**config.mk**
```make
export PLATFORM = sky130hd
export DESIGN_NAME = peripheral_mpram_bank_flat
export DESIGN_NICKNAME = d
export VERILOG_FILES = /design/src/rtl/peripheral_mpram_bank_if.sv /design/src/rtl/peripheral_mpram_bank.sv /design/src/flat_wrapper.sv
export SDC_FILE = /design/constraint.sdc
export NUM_CORES = 2
export LEC_CHECK = 0
export CORE_MARGIN = 4
export CORE_UTILIZATION = 40
export CTS_BUF_LIST = sky130_fd_sc_hd__clkbuf_4
export CTS_CLUSTER_SIZE = 8
export DETAILED_ROUTE_END_ITERATION = 8
export RECOVER_POWER = 50
export SYNTH_ARGS = -nofsm -noshare
export SYNTH_HDL_FRONTEND = slang
export SYNTH_SLANG_ARGS = --single-unit
```
**constraint.sdc**
```tcl
create_clock -name HCLK -period 6.18 [get_ports HCLK]
set_clock_uncertainty 0.1 [all_clocks]
set_input_delay 1.236 -clock HCLK [delete_from_list [all_inputs] [get_ports HCLK]]
set_output_delay 1.236 -clock HCLK [all_outputs]
set_load 0.02 [all_outputs]
```
**src/rtl/peripheral_mpram_bank_if.sv**
```systemverilog
// rtl/peripheral_mpram_bank_if.sv - request/response bundle between the AXI4 bridge and the memory bank
// Purpose: groups the bridge-side memory request channel with the bank's read response and status.
// Signals:
//   req_i, we_i, addr_i, be_i, data_i : request channel, driven by the bridge (master)
//   data_o, rvalid_o, err_o           : registered read response, driven by the bank (slave)
//   init_done_o, parity_err_o         : bank status, driven by the bank (slave)
interface peripheral_mpram_bank_if #(
   parameter int ADDR_WIDTH = 32,
   parameter int DATA_WIDTH = 16
);
   logic                    req_i;
   logic                    we_i;
   logic [ADDR_WIDTH-1:0]   addr_i;
   logic [DATA_WIDTH/8-1:0] be_i;
   logic [DATA_WIDTH-1:0]   data_i;
   logic [DATA_WIDTH-1:0]   data_o;
   logic                    rvalid_o;
   logic                    err_o;
   logic                    init_done_o;
   logic                    parity_err_o;

   modport master (
      output req_i, we_i, addr_i, be_i, data_i,
      input  data_o, rvalid_o, err_o, init_done_o, parity_err_o
   );

   modport slave (
      input  req_i, we_i, addr_i, be_i, data_i,
      output data_o, rvalid_o, err_o, init_done_o, parity_err_o
   );
endinterface

```
**src/rtl/peripheral_mpram_bank.sv**
```systemverilog
// rtl/peripheral_mpram_bank.sv - byte-writable synchronous memory bank with power-on clear
// Purpose: serves the bridge's single request channel (one read or one write per cycle) from a
//          MEM_DEPTH x DATA_WIDTH array. After reset the array is cleared word by word before
//          any request is honoured. Reads return registered data one cycle later.
// Ports:
//   HCLK    : clock, rising edge
//   HRESETn : asynchronous active-low reset
//   bus     : peripheral_mpram_bank_if.slave (request in, read data/valid/error/status out)
// Optional feature: define MPRAM_PARITY_EN to store an even-parity bit per byte and flag
//          mismatches on reads through parity_err_o; otherwise parity_err_o is tied low.
module peripheral_mpram_bank #(
   parameter int ADDR_WIDTH = 32,
   parameter int DATA_WIDTH = 16,
   parameter int MEM_DEPTH  = 256
) (
   input  logic                   HCLK,
   input  logic                   HRESETn,
   peripheral_mpram_bank_if.slave bus
);
   localparam int NB    = DATA_WIDTH / 8;
   localparam int OFF_W = $clog2(NB);
   localparam int IDX_W = $clog2(MEM_DEPTH);

   typedef enum logic {
      ST_INIT,
      ST_IDLE
   } state_t;

   state_t              state;
   state_t              state_nxt;
   logic [IDX_W-1:0]    cnt;
   logic [IDX_W-1:0]    cnt_nxt;

   logic [DATA_WIDTH-1:0] mem [MEM_DEPTH];

   // Address decode: byte offset dropped, word index next, anything above is out of range.
   logic [IDX_W-1:0]    idx;
   logic                oor;
   assign idx = bus.addr_i[OFF_W +: IDX_W];
   assign oor = |(bus.addr_i >> (OFF_W + IDX_W));

   // Single write port shared by the init clear and bridge writes.
   logic                  wr_en;
   logic [IDX_W-1:0]      wr_idx;
   logic [DATA_WIDTH-1:0] wr_data;
   logic [NB-1:0]         wr_be;
   logic                  rd_en;

   always_ff @(posedge HCLK or negedge HRESETn) begin
      if (!HRESETn) begin
         state <= ST_INIT;
         cnt   <= '0;
      end else begin
         state <= state_nxt;
         cnt   <= cnt_nxt;
      end
   end

   always_comb begin
      state_nxt = state;
      cnt_nxt   = cnt;
      wr_en     = 1'b0;
      wr_idx    = idx;
      wr_data   = bus.data_i;
      wr_be     = bus.be_i;
      rd_en     = 1'b0;
      unique case (state)
         ST_INIT: begin
            // Requests are ignored here; the write port belongs to the clear sweep.
            wr_en   = 1'b1;
            wr_idx  = cnt;
            wr_data = '0;
            wr_be   = '1;
            cnt_nxt = cnt + 1'b1;
            if (cnt == IDX_W'(MEM_DEPTH - 1)) begin
               state_nxt = ST_IDLE;
            end
         end
         ST_IDLE: begin
            wr_en = bus.req_i & bus.we_i & ~oor;
            rd_en = bus.req_i & ~bus.we_i;
         end
      endcase
   end

   // Array storage has no reset; contents become defined once the clear sweep finishes.
   always_ff @(posedge HCLK) begin
      if (wr_en) begin
         for (int b = 0; b < NB; b++) begin
            if (wr_be[b]) begin
               mem[wr_idx][b*8 +: 8] <= wr_data[b*8 +: 8];
            end
         end
      end
   end

   logic [DATA_WIDTH-1:0] rd_word;
   assign rd_word = mem[idx];

   logic [DATA_WIDTH-1:0] data_q;
   logic                  rvalid_q;
   logic                  err_q;
   logic                  parity_err_q;

   // data_o/err_o only move on a read, so they hold between rvalid pulses.
   always_ff @(posedge HCLK or negedge HRESETn) begin
      if (!HRESETn) begin
         data_q   <= '0;
         rvalid_q <= 1'b0;
         err_q    <= 1'b0;
      end else begin
         rvalid_q <= rd_en;
         if (rd_en) begin
            data_q <= oor ? '0 : rd_word;
            err_q  <= oor;
         end
      end
   end

`ifdef MPRAM_PARITY_EN
   logic [NB-1:0] par_mem [MEM_DEPTH];
   logic [NB-1:0] wr_par;
   logic [NB-1:0] rd_par;

   always_comb begin
      wr_par = '0;
      rd_par = '0;
      for (int b = 0; b < NB; b++) begin
         wr_par[b] = ^wr_data[b*8 +: 8];
         rd_par[b] = ^rd_word[b*8 +: 8];
      end
   end

   // Parity bits follow their byte, so the init sweep leaves them all zero.
   always_ff @(posedge HCLK) begin
      if (wr_en) begin
         for (int b = 0; b < NB; b++) begin
            if (wr_be[b]) begin
               par_mem[wr_idx][b] <= wr_par[b];
            end
         end
      end
   end

   always_ff @(posedge HCLK or negedge HRESETn) begin
      if (!HRESETn) begin
         parity_err_q <= 1'b0;
      end else if (rd_en) begin
         parity_err_q <= ~oor & (|(rd_par ^ par_mem[idx]));
      end
   end
`else
   assign parity_err_q = 1'b0;
`endif

   assign bus.data_o       = data_q;
   assign bus.rvalid_o     = rvalid_q;
   assign bus.err_o        = err_q;
   assign bus.parity_err_o = parity_err_q;
   assign bus.init_done_o  = (state == ST_IDLE);

endmodule

```
**src/flat_wrapper.sv**
```systemverilog
// flat-port wrapper written by rule: the top's interface ports become plain ports
module peripheral_mpram_bank_flat 
#(
   parameter int ADDR_WIDTH = 32,
   parameter int DATA_WIDTH = 16,
   parameter int MEM_DEPTH  = 256
)
  (HCLK, HRESETn, bus_req_i, bus_we_i, bus_addr_i, bus_be_i, bus_data_i, bus_data_o, bus_rvalid_o, bus_err_o, bus_init_done_o, bus_parity_err_o);
  peripheral_mpram_bank_if #(.ADDR_WIDTH(ADDR_WIDTH), .DATA_WIDTH(DATA_WIDTH)) bus_i ();
  input  logic HCLK;
  input  logic HRESETn;
  input wire logic [$bits(bus_i.req_i)-1:0] bus_req_i;
  input wire logic [$bits(bus_i.we_i)-1:0] bus_we_i;
  input wire logic [$bits(bus_i.addr_i)-1:0] bus_addr_i;
  input wire logic [$bits(bus_i.be_i)-1:0] bus_be_i;
  input wire logic [$bits(bus_i.data_i)-1:0] bus_data_i;
  output wire logic [$bits(bus_i.data_o)-1:0] bus_data_o;
  output wire logic [$bits(bus_i.rvalid_o)-1:0] bus_rvalid_o;
  output wire logic [$bits(bus_i.err_o)-1:0] bus_err_o;
  output wire logic [$bits(bus_i.init_done_o)-1:0] bus_init_done_o;
  output wire logic [$bits(bus_i.parity_err_o)-1:0] bus_parity_err_o;
  assign bus_i.req_i = bus_req_i;
  assign bus_i.we_i = bus_we_i;
  assign bus_i.addr_i = bus_addr_i;
  assign bus_i.be_i = bus_be_i;
  assign bus_i.data_i = bus_data_i;
  assign bus_data_o = bus_i.data_o;
  assign bus_rvalid_o = bus_i.rvalid_o;
  assign bus_err_o = bus_i.err_o;
  assign bus_init_done_o = bus_i.init_done_o;
  assign bus_parity_err_o = bus_i.parity_err_o;
  peripheral_mpram_bank #(.ADDR_WIDTH(ADDR_WIDTH), .DATA_WIDTH(DATA_WIDTH), .MEM_DEPTH(MEM_DEPTH)) u_core (.HCLK(HCLK), .HRESETn(HRESETn), .bus(bus_i));
endmodule
```
==> results.txt <==
FF-to-FF End -> u_core.mem[146][14]$_DFFE_PP_
Area leader, netlist -> edfxtp_1
Core area -> 0.4026 sq mm
DR DRC count -> 0
Max Cap Viol -> 34
Area delta synth->final -> 12.97%
Cells after synthesis -> 7913
Number of CTS-inserted buffers -> 1107
Share of the synthesized area in the top cell type -> 76.06%
DP Area -> 0.1704 sq mm
Number of flops mapped to enable cells by yosys -> 4096
Rows -> 233
Die height -> 643.8 um
HP Start -> u_core.bus.err_o$_DFFE_PN0P_
Final core utilization -> 45.37%
CTS Hold Bufs -> 2
Vias -> 88060
Final Setup Violations -> 0
Post-synth top flop -> edfxtp_1
Die Area -> 0.4145 sq mm
CP Max Fanout -> 24
CP top delay family -> buffers and inverters
DIE WIDTH -> 643.8 um
Synth Cell Area -> 0.1617 sq mm
Largest family of logic cells by synthesized area -> multiplexers
Net count of the mapped netlist -> 7968
Root Buffer Master -> clkbuf_4
Post-Synth XOR/XNOR Area -> 0.03791%
Pwr Total -> 0.05450 W
Worst Setup EP -> u_core.mem[146][14]$_DFFE_PP_
Port Buffer Count -> 71
Worst path bufs/invs -> 2
Met1 WL -> 181.5 mm
Drt initial violations -> 11310
Critical Path Stages -> 5
Fin crit period -> 5.626 ns
Mux contribution to synthesized area -> 14.72%
Yosys warning total -> 0
Critical path required time -> 7.13 ns
Worst Setup Path Type -> flop to flop
Worst-margin pin slew -> 3.191 ns
Adder-Cell Fraction of Synth Area -> 0.007737%
Top-count cell post-synth -> edfxtp_1
Nets -> 9148
DP HPWL -> 286.7 mm
Clock sink count -> 4123
Fmax -> 177.8 MHz
Layout cells sized above 1 -> 29.71%
Tcrit/Tclk final -> 91.03%
GRT Overall Usage -> 22.30%
Commonest cells in the netlist -> edfxtp_1 (4096), mux4_2 (782), nor2_1 (619)
Finished layout cell area -> 0.1827 sq mm
Psw -> 0.01176 W
Crit end category -> flop
Async set or reset register ratio after synthesis -> 0.6549%
Gate power share -> 3.2%
GRT overflow -> 0
Violated checks -> capacitance limit, slew limit
Relative slew slack -> -112.7%
Clock transition at path regs -> 0.06 ns
Vias in the first global route -> 89670
RSZ-0062 raised after global routing -> no
Met3 wire length -> 45.10 mm
Deepest clock path buffer count -> 5
Synth Register Bits -> 4123
Crit path DAT -> 6.57 ns
First-pass GRT wire length -> 657.4 mm
Pleak -> 48.67 nW
WL final -> 466.7 mm
R2R cell count -> 5
Clock share of power -> 41.3%
Critical-path top delay cell -> clkbuf_1
Class of the worst hold path -> flop to flop
Reg-to-Reg Start -> u_core.bus.init_done_o$_DFF_PN0_
First-pass iteration count of the detailed router -> 8
Share of power burned in registers -> 55.5%
Antenna violations before repair -> 31
Top cells by area, synth -> edfxtp_1 (76%), mux4_2 (11%), mux2i_1 (3.1%)
Clock Latency Late Sink -> 1.62 ns
Final hold violations -> 0
PwrDens -> 298.3 mW/mm^2
CTS resizes -> 0
CTS tree -> done
Internal power -> 0.04273 W
Mean Syn Cell Area -> 20.44 sq um
Critical path startpoint category -> flop
Sw Ratio -> 21.59%
Routed wire per std cell -> 30.82 um
Synthesized-area fraction occupied by and/or/nand/nor cells -> 2.934%
Max incr delay on CP -> 2.07 ns
H-tree depth -> 7
Initial core utilization -> 40.17%
Post-CTS Setup Repair Bufs -> 0
Pins Over Slew Limit -> 2128
Status -> finished, violations left
Critical-path cell list -> a21bo_1 > buf_4 > nand3_1 > clkbuf_1 > nor2_1
Fin Setup TNS -> 0 ns
Largest net degree at the start of global routing -> 184
Compound-Gate Fraction of Synth Area -> 3.639%
DRT antenna net count -> 0
Met2 WL post-DR -> 224.4 mm
Vias per cell -> 5.814
Sequential share of the synthesized area -> 76.48%
Max IR drop VDD -> 0.1648 mV
DR top layer -> met5
Cell variety after synth -> 90
Top-level I/O count -> 74
Worst reg2reg setup slack -> 0.55 ns
Routability Congestion -> 0.8460
Critical path launch point -> u_core.bus.init_done_o$_DFF_PN0_
## per-stage QoR
stage	hold WS (ns)	worst slack [ns]	std cells
2_1_floorplan	0.3981	0.6726	7913
3_3_place_gp	0.3935	0.9365	13390
3_5_place_dp	0.3990	0.9255	13390
4_1_cts	0.1117	0.9622	15120
5_1_grt	0.2548	0.5142	15130
6_report	0.4043	0.5544	15150
## metal layers
layer	vias up	global-route usage, %
met2	5142	35.22
met4	4	8.823
met1	46240	29.87
met3	757	5.424
met5	-	0
li1	35920	-
## cell families (layout without fill, tap and decap cells)
kind of cell             Yosys count  in the layout
other                              1             26
flip-flops                      4123           4123
buffers and inverters            495           2298
adder cells (fa/ha/maj)            1              1
XOR/XNOR                           7              7
multiplexers                    1343           1343
AND/OR/NAND/NOR                 1103           1103
AO/OA/AOI/OAI                    840            840
## flip-flops by register name, summed over array words and instances, names as in the netlist
signal and cells:
u_core.bus.rvalid_o 1, u_core.bus.err_o 1, u_core.bus.data_o 16, u_core.cnt 8, u_core.bus.init_done_o 1, u_core.mem 4096
## layout make-up
class                      instances  area [sq um]
fill                           34380        219900
sequential                      4123        123700
multi-input combinational       3295         34730
clock buffer                    1542         11580
tap                             5405          6763
timing repair buffer             557          4738
clock inverter                   190          1077
antenna                           25         62.56
inverter                           9         48.80
## power groups by stage
stage / registers (W) / logic, W / clock network [W]
5_1_grt: 0.0302 / 0.00182 / 0.0246
3_5_place_dp: 0.0309 / 0.00176 / 0
3_3_place_gp: 0.0309 / 0.00175 / 0
4_1_cts: 0.0303 / 0.00176 / 0.0229
2_1_floorplan: 0.0309 / 0.00105 / 0
6_report: 0.0303 / 0.00176 / 0.0225
## worst min-delay path by stage
stage	end	slack [ns]	cells past startpoint
2_1_floorplan	u_core.cnt[5]$_DFFE_PN0N_	0.40	1
3_3_place_gp	u_core.bus.err_o$_DFFE_PN0P_	0.39	2
3_5_place_dp	u_core.bus.err_o$_DFFE_PN0P_	0.40	2
4_1_cts	u_core.mem[214][9]$_DFFE_PP_	0.11	2
5_1_grt	u_core.bus.data_o[0]$_DFFE_PN0P_	0.25	4
6_report	u_core.bus.err_o$_DFFE_PN0P_	0.40	2
## placed cells by master (no fill, tap or decap), drive strengths merged, types with 36 or more instances in the layout
cell	n
clkinv	152
mux4	815
a21oi	137
a22oi	88
o21ai	102
and2	36
a31oi	37
clkdlybuf4s50	62
nor3	65
nand2	196
buf	400
mux2i	497
o22ai	135
clkbuf	1635
o221ai	132
a221oi	41
nand3	74
nor2	619
edfxtp	4096
## worst min-delay path, cell delays in order, from the launching register on
cell     delay (ns)
dfrtp_1        0.35
nor2_1         0.05
nor2_1         0.07
Power figures use the tool's default switching activity.
